**src/rtl/shift_reg_univ.sv**
```systemverilog
// shift_reg_univ: parametrised universal shift register.
// Manual ops are hold, shift right, shift left and parallel load. An
// autonomous serialise sequence loads d and shifts it out LSB-first.
// Optional feature macro: SHIFT_REG_UNIV_ROTATE_EN (adds the rotate port).
module shift_reg_univ #(
  parameter int WIDTH = 8
) (
  input  logic             clk,
  input  logic             rst_n,
  input  logic             enable,
  input  logic [1:0]       mode,
  input  logic [WIDTH-1:0] d,
  input  logic             sin_r,
  input  logic             sin_l,
  input  logic             start,
`ifdef SHIFT_REG_UNIV_ROTATE_EN
  input  logic             rotate,
`endif
  output logic [WIDTH-1:0] q,
  output logic [WIDTH-1:0] q_bar,
  output logic             sout_r,
  output logic             sout_l,
  output logic             busy,
  output logic             done
);

  localparam int CNT_W = (WIDTH > 1) ? $clog2(WIDTH) : 1;
  localparam logic [CNT_W-1:0] LAST_CNT = CNT_W'(WIDTH - 1);
  localparam logic [CNT_W-1:0] ONE_CNT  = CNT_W'(1);

  localparam logic [1:0] MODE_HOLD  = 2'b00;
  localparam logic [1:0] MODE_RIGHT = 2'b01;
  localparam logic [1:0] MODE_LEFT  = 2'b10;
  localparam logic [1:0] MODE_LOAD  = 2'b11;

  typedef enum logic [1:0] {
    IDLE  = 2'b00,
    SHIFT = 2'b01,
    DONE  = 2'b10
  } state_t;

  state_t           state;
  logic [CNT_W-1:0] cnt;
  logic             rot_en;
  logic             right_in;
  logic             left_in;
  logic [WIDTH-1:0] shr_val;
  logic [WIDTH-1:0] shl_val;

`ifdef SHIFT_REG_UNIV_ROTATE_EN
  assign rot_en = rotate;
`else
  assign rot_en = 1'b0;
`endif

  // Select the bits entering each end: the wrapped-around bit when rotating, else the serial inputs
  always_comb begin
    right_in = sin_r;
    left_in  = sin_l;
    if (rot_en) begin
      right_in = q[0];
      left_in  = q[WIDTH-1];
    end
    shr_val = {right_in, q[WIDTH-1:1]};
    shl_val = {q[WIDTH-2:0], left_in};
  end

  // Single state machine owning the word, the bit counter and the registered status flags
  always_ff @(posedge clk or negedge rst_n) begin
    if (!rst_n) begin
      state <= IDLE;
      q     <= '0;
      cnt   <= '0;
      busy  <= 1'b0;
      done  <= 1'b0;
    end else begin
      case (state)
        IDLE: begin
          done <= 1'b0;
          if (start) begin
            q     <= d;
            cnt   <= '0;
            busy  <= 1'b1;
            state <= SHIFT;
          end else if (enable) begin
            case (mode)
              MODE_HOLD:  q <= q;
              MODE_RIGHT: q <= shr_val;
              MODE_LEFT:  q <= shl_val;
              MODE_LOAD:  q <= d;
              default:    q <= q;
            endcase
          end
        end
        SHIFT: begin
          if (enable) begin
            q <= shr_val;
            if (cnt == LAST_CNT) begin
              cnt   <= '0;
              busy  <= 1'b0;
              done  <= 1'b1;
              state <= DONE;
            end else begin
              cnt <= cnt + ONE_CNT;
            end
          end
        end
        DONE: begin
          done  <= 1'b0;
          busy  <= 1'b0;
          state <= IDLE;
        end
        default: begin
          busy  <= 1'b0;
          done  <= 1'b0;
          cnt   <= '0;
          state <= IDLE;
        end
      endcase
    end
  end

  assign q_bar  = ~q;
  assign sout_r = q[0];
  assign sout_l = q[WIDTH-1];

endmodule

```
**config.mk**
```make
export PLATFORM = sky130hd
export DESIGN_NAME = shift_reg_univ
export DESIGN_NICKNAME = d
export VERILOG_FILES = /design/src/rtl/shift_reg_univ.sv
export SDC_FILE = /design/constraint.sdc
export NUM_CORES = 1
export LEC_CHECK = 0
export ABC_AREA = 1
export ABC_CLOCK_PERIOD_IN_PS = 1780
export CORE_ASPECT_RATIO = 0.9
export CORE_MARGIN = 2
export CORE_UTILIZATION = 46
export DETAILED_ROUTE_END_ITERATION = 6
export PLACE_DENSITY = 0.83
export SYNTH_ARGS = -nofsm -noshare
export SYNTH_HDL_FRONTEND = slang
export SYNTH_SLANG_ARGS = --single-unit
```
**constraint.sdc**
```tcl
create_clock -name clk -period 1.78 [get_ports clk]
set_input_delay 0.356 -clock clk [delete_from_list [all_inputs] [get_ports clk]]
set_output_delay 0.356 -clock clk [all_outputs]
set_load 0.01 [all_outputs]
```
==> out/summary.md <==
- **remaining max-slew budget at the tightest pin** 72.6%
- **post-route cell area** 1360 µm²
- **unrepaired setup endpoints after global routing** false
- **clock transition at the registers of the reported paths** 0.09 ns
- **sort of element at the start of the critical path** flop
- **gate count after technology mapping** 145
- **Setup TNS Final** 0 ns
- **worst-path maximum fanout** 5
- **Routed wire per std cell** 12.0 µm
- **number of synthesis warnings** 0
- **number of fill cells in the layout** 161
- **post-synthesis cell type with the largest combined area** sky130_fd_sc_hd__dfrtp_1
- **worst hold path type** in2async
- **leading cell types in the layout, fill and taps excluded** sky130_fd_sc_hd__nand2_1 (64), sky130_fd_sc_hd__clkdlybuf4s50_1 (35), sky130_fd_sc_hd__nand3_1 (20)
- **area growth from synthesis to layout** 43.8%
- **share of the clock period used by the worst path after layout** 96.8%
- **required time reported for the critical path endpoint** 1.42 ns
- **total length of routed wires** 2500 µm
- **mean area per synthesized cell** 6.51 µm²
- **largest cells by area after synthesis** sky130_fd_sc_hd__dfrtp_1 (37%), sky130_fd_sc_hd__nand2_1 (25%), sky130_fd_sc_hd__nand3_1 (11%)
- **Mapped Area** 945 µm²
- **Post-Synthesis Net Count** 163
- **Max Clock Skew** 0.00185 ns
- **peak supply drop** 0.968 mV
- **count of cells resized by post-cts repair** 0
- **total iterations of the first detailed-routing run** 4
- **portion of total power attributed to sequential cells** 28.1%
- **final setup margin** 0.0568 ns
- **die span in y** 47.0 µm
- **Clock Power Share** 10.6%
- **vias per cell** 5.12
- **net switching fraction of the power** 43.8%
- **number of global-route vias before repair** 944
- **final critical-path required period** 1.72 ns
- **area share of the largest cell type after synthesis** 37.1%
- **P_leak** 0.708 nW
- **number of core rows** 15
- **total power density per cell area** 1670 nW/µm²
- **combinational fraction of design power** 61.2%
- **DRC Markers** 0
- **Die X** 51.8 µm
- **Fin. Hold Viols** 0
- **worst setup path class** reg2out
- **core area** 1930 µm²
- **Die Outline Area** 2430 µm²
- **grt total ovfl** 0
- **Final Net Count** 202
- **clock root buffer** sky130_fd_sc_hd__clkbuf_4
- **wire length of the first global-routing pass** 3990 µm
- **number of slew-limit violations in the final report** 0
- **clk sink count** 14
- **outcome** completed
- **actual transition at the worst max-transition pin** 0.406 ns
- **starting density of the core** 48.9%
- **gpl congestion** 0.877
- **DP Area** 1320 µm²
- **Hold Slack** 0.361 ns
- **deepest level of the CTS H-tree** 1
- **maximum buffer depth of the clock tree** 2
- **ports placed on the boundary** 36
- **Overall Global Routing Usage** 22.2%
- **drt first-iter violations** 26
- **number of distinct library cells after synthesis** 18
- **arrival time worst endpoint** 1.37 ns
- **largest net degree at the start of global routing** 15
- **total of buffers placed on input and output ports** 35
- **number of antenna violations at the first check in global routing** 0
- **vias after detailed routing** 1065
- **share of layout cells above drive strength 1** 10.4%
- **CTS tree** yes
- **Placement Setup Slack** 0.101 ns
- **leading cell type in the layout, fill and taps excluded** sky130_fd_sc_hd__nand2_1
- **residual antenna-violating net count after detailed routing** 0
- **estimated wirelength of the detail-placed design** 1810 µm
- **post-route total power** 2.27 mW
- **number of antenna diodes** 0
- **count of buffers added by post-CTS timing repair for setup** 0
- **switching power of the nets** 992 µW
- **cell-internal power** 1.27 mW
- **number of hold-repair buffers added at the cts stage** 0
- **sequential fraction of the synthesis area** 37.1%
- **top achievable clock speed** 580 MHz
- **setup violation total in the final timing report** 0
- **Seq cells post-synth** 14
- **Inserted Clock Buffers** 3
- **max-cap viol count** 0
- **Critical Path End Type** output port
- **insertion delay of the later-clocked pin in the worst-skew pair** 0.29 ns
[power by group through the flow]
stage | sequential [mW] | clock, mW | combinational, mW
final | 0.637 | 0.241 | 1.39
after global routing | 0.653 | 0.255 | 1.55
after CTS | 0.632 | 0.241 | 1.40
after detailed placement | 0.636 | 0 | 1.39
after global placement | 0.635 | 0 | 1.36
after floorplan | 0.655 | 0 | 0.744
[path summary, 6_finish.rpt]
check	startpoint	endpoint	slack (ns)	depth (start not counted)
setup / recovery	q[1]$_DFFE_PN0P_	q_bar[1]	0.06	2
hold / removal	rst_n	state[0]$_DFFE_PN0P_	0.36	2
setup reg to reg	cnt[1]$_DFFE_PN0P_	done$_DFFE_PN0P_	0.45	6
hold reg to reg	cnt[2]$_DFFE_PN0P_	cnt[2]$_DFFE_PN0P_	0.53	2
max in group asynchronous	rst_n	q[2]$_DFFE_PN0P_	1.24	2
min in group clk	cnt[2]$_DFFE_PN0P_	cnt[2]$_DFFE_PN0P_	0.53	2
[metal layers]
| layer | routed length, µm | up-vias | track usage, % | share of wire (%) |
|---|---|---|---|---|
| li1 | - | 531 | - | - |
| met1 | 1120 | 483 | 28.2 | 45 |
| met2 | 1170 | 46 | 37.7 | 47 |
| met3 | 180 | 5 | 3.82 | 7.2 |
| met4 | 35 | 0 | 10.5 | 1.4 |
| met5 | 0 | - | 0 | 0 |
[area by class of cell]
class / instances / area, µm² / area share, %
clock buffer: 4 / 36.3 / 2.67
inverter: 19 / 73.8 / 5.43
multi-input combinational: 107 / 485 / 35.7
sequential: 14 / 352 / 25.9
tap: 25 / 31.3 / 2.30
timing repair buffer: 39 / 380 / 28.0
[cell families (layout without fill, tap and decap cells)]
logic type | Yosys count | in the layout | synth area share [%]
AO/OA/AOI/OAI | 13 | 13 | 7.15
adder cells (fa/ha/maj) | 2 | 2 | 2.65
flip-flops | 14 | 14 | 37.1
AND/OR/NAND/NOR | 92 | 92 | 41.6
buffers and inverters | 24 | 62 | 11.5
[per-stage QoR]
step | cells | util (%)
6_report | 208 | 70.3
5_1_grt | 208 | 70.3
4_1_cts | 208 | 70.2
3_5_place_dp | 204 | 68.3
3_3_place_gp | 204 | 68.3
2_1_floorplan | 145 | -
[state kept, by name, indices dropped and copies added, names as in the netlist]
name / cells
cnt: 3
done: 1
state: 2
q: 8
[synth_stat cells]
cell type and instances:
sky130_fd_sc_hd__a21oi_1 8, sky130_fd_sc_hd__buf_2 1, sky130_fd_sc_hd__buf_4 4, sky130_fd_sc_hd__dfrtp_1 14
sky130_fd_sc_hd__ha_1 2, sky130_fd_sc_hd__inv_1 15, sky130_fd_sc_hd__inv_2 3, sky130_fd_sc_hd__inv_4 1
sky130_fd_sc_hd__nand2_1 64, sky130_fd_sc_hd__nand2_2 1, sky130_fd_sc_hd__nand3_1 20, sky130_fd_sc_hd__nand4_1 1
sky130_fd_sc_hd__nor2_1 1, sky130_fd_sc_hd__nor2_2 4, sky130_fd_sc_hd__nor2_4 1, sky130_fd_sc_hd__o21ai_0 1
sky130_fd_sc_hd__o21ai_1 3, sky130_fd_sc_hd__o21bai_1 1
[worst max-delay path, stage by stage (launching register included)]
cell	delay (ns)
sky130_fd_sc_hd__dfrtp_1	0.44
sky130_fd_sc_hd__inv_1	0.10
sky130_fd_sc_hd__clkdlybuf4s50_1	0.53
No activity file was read; power rests on OpenSTA's default activity.
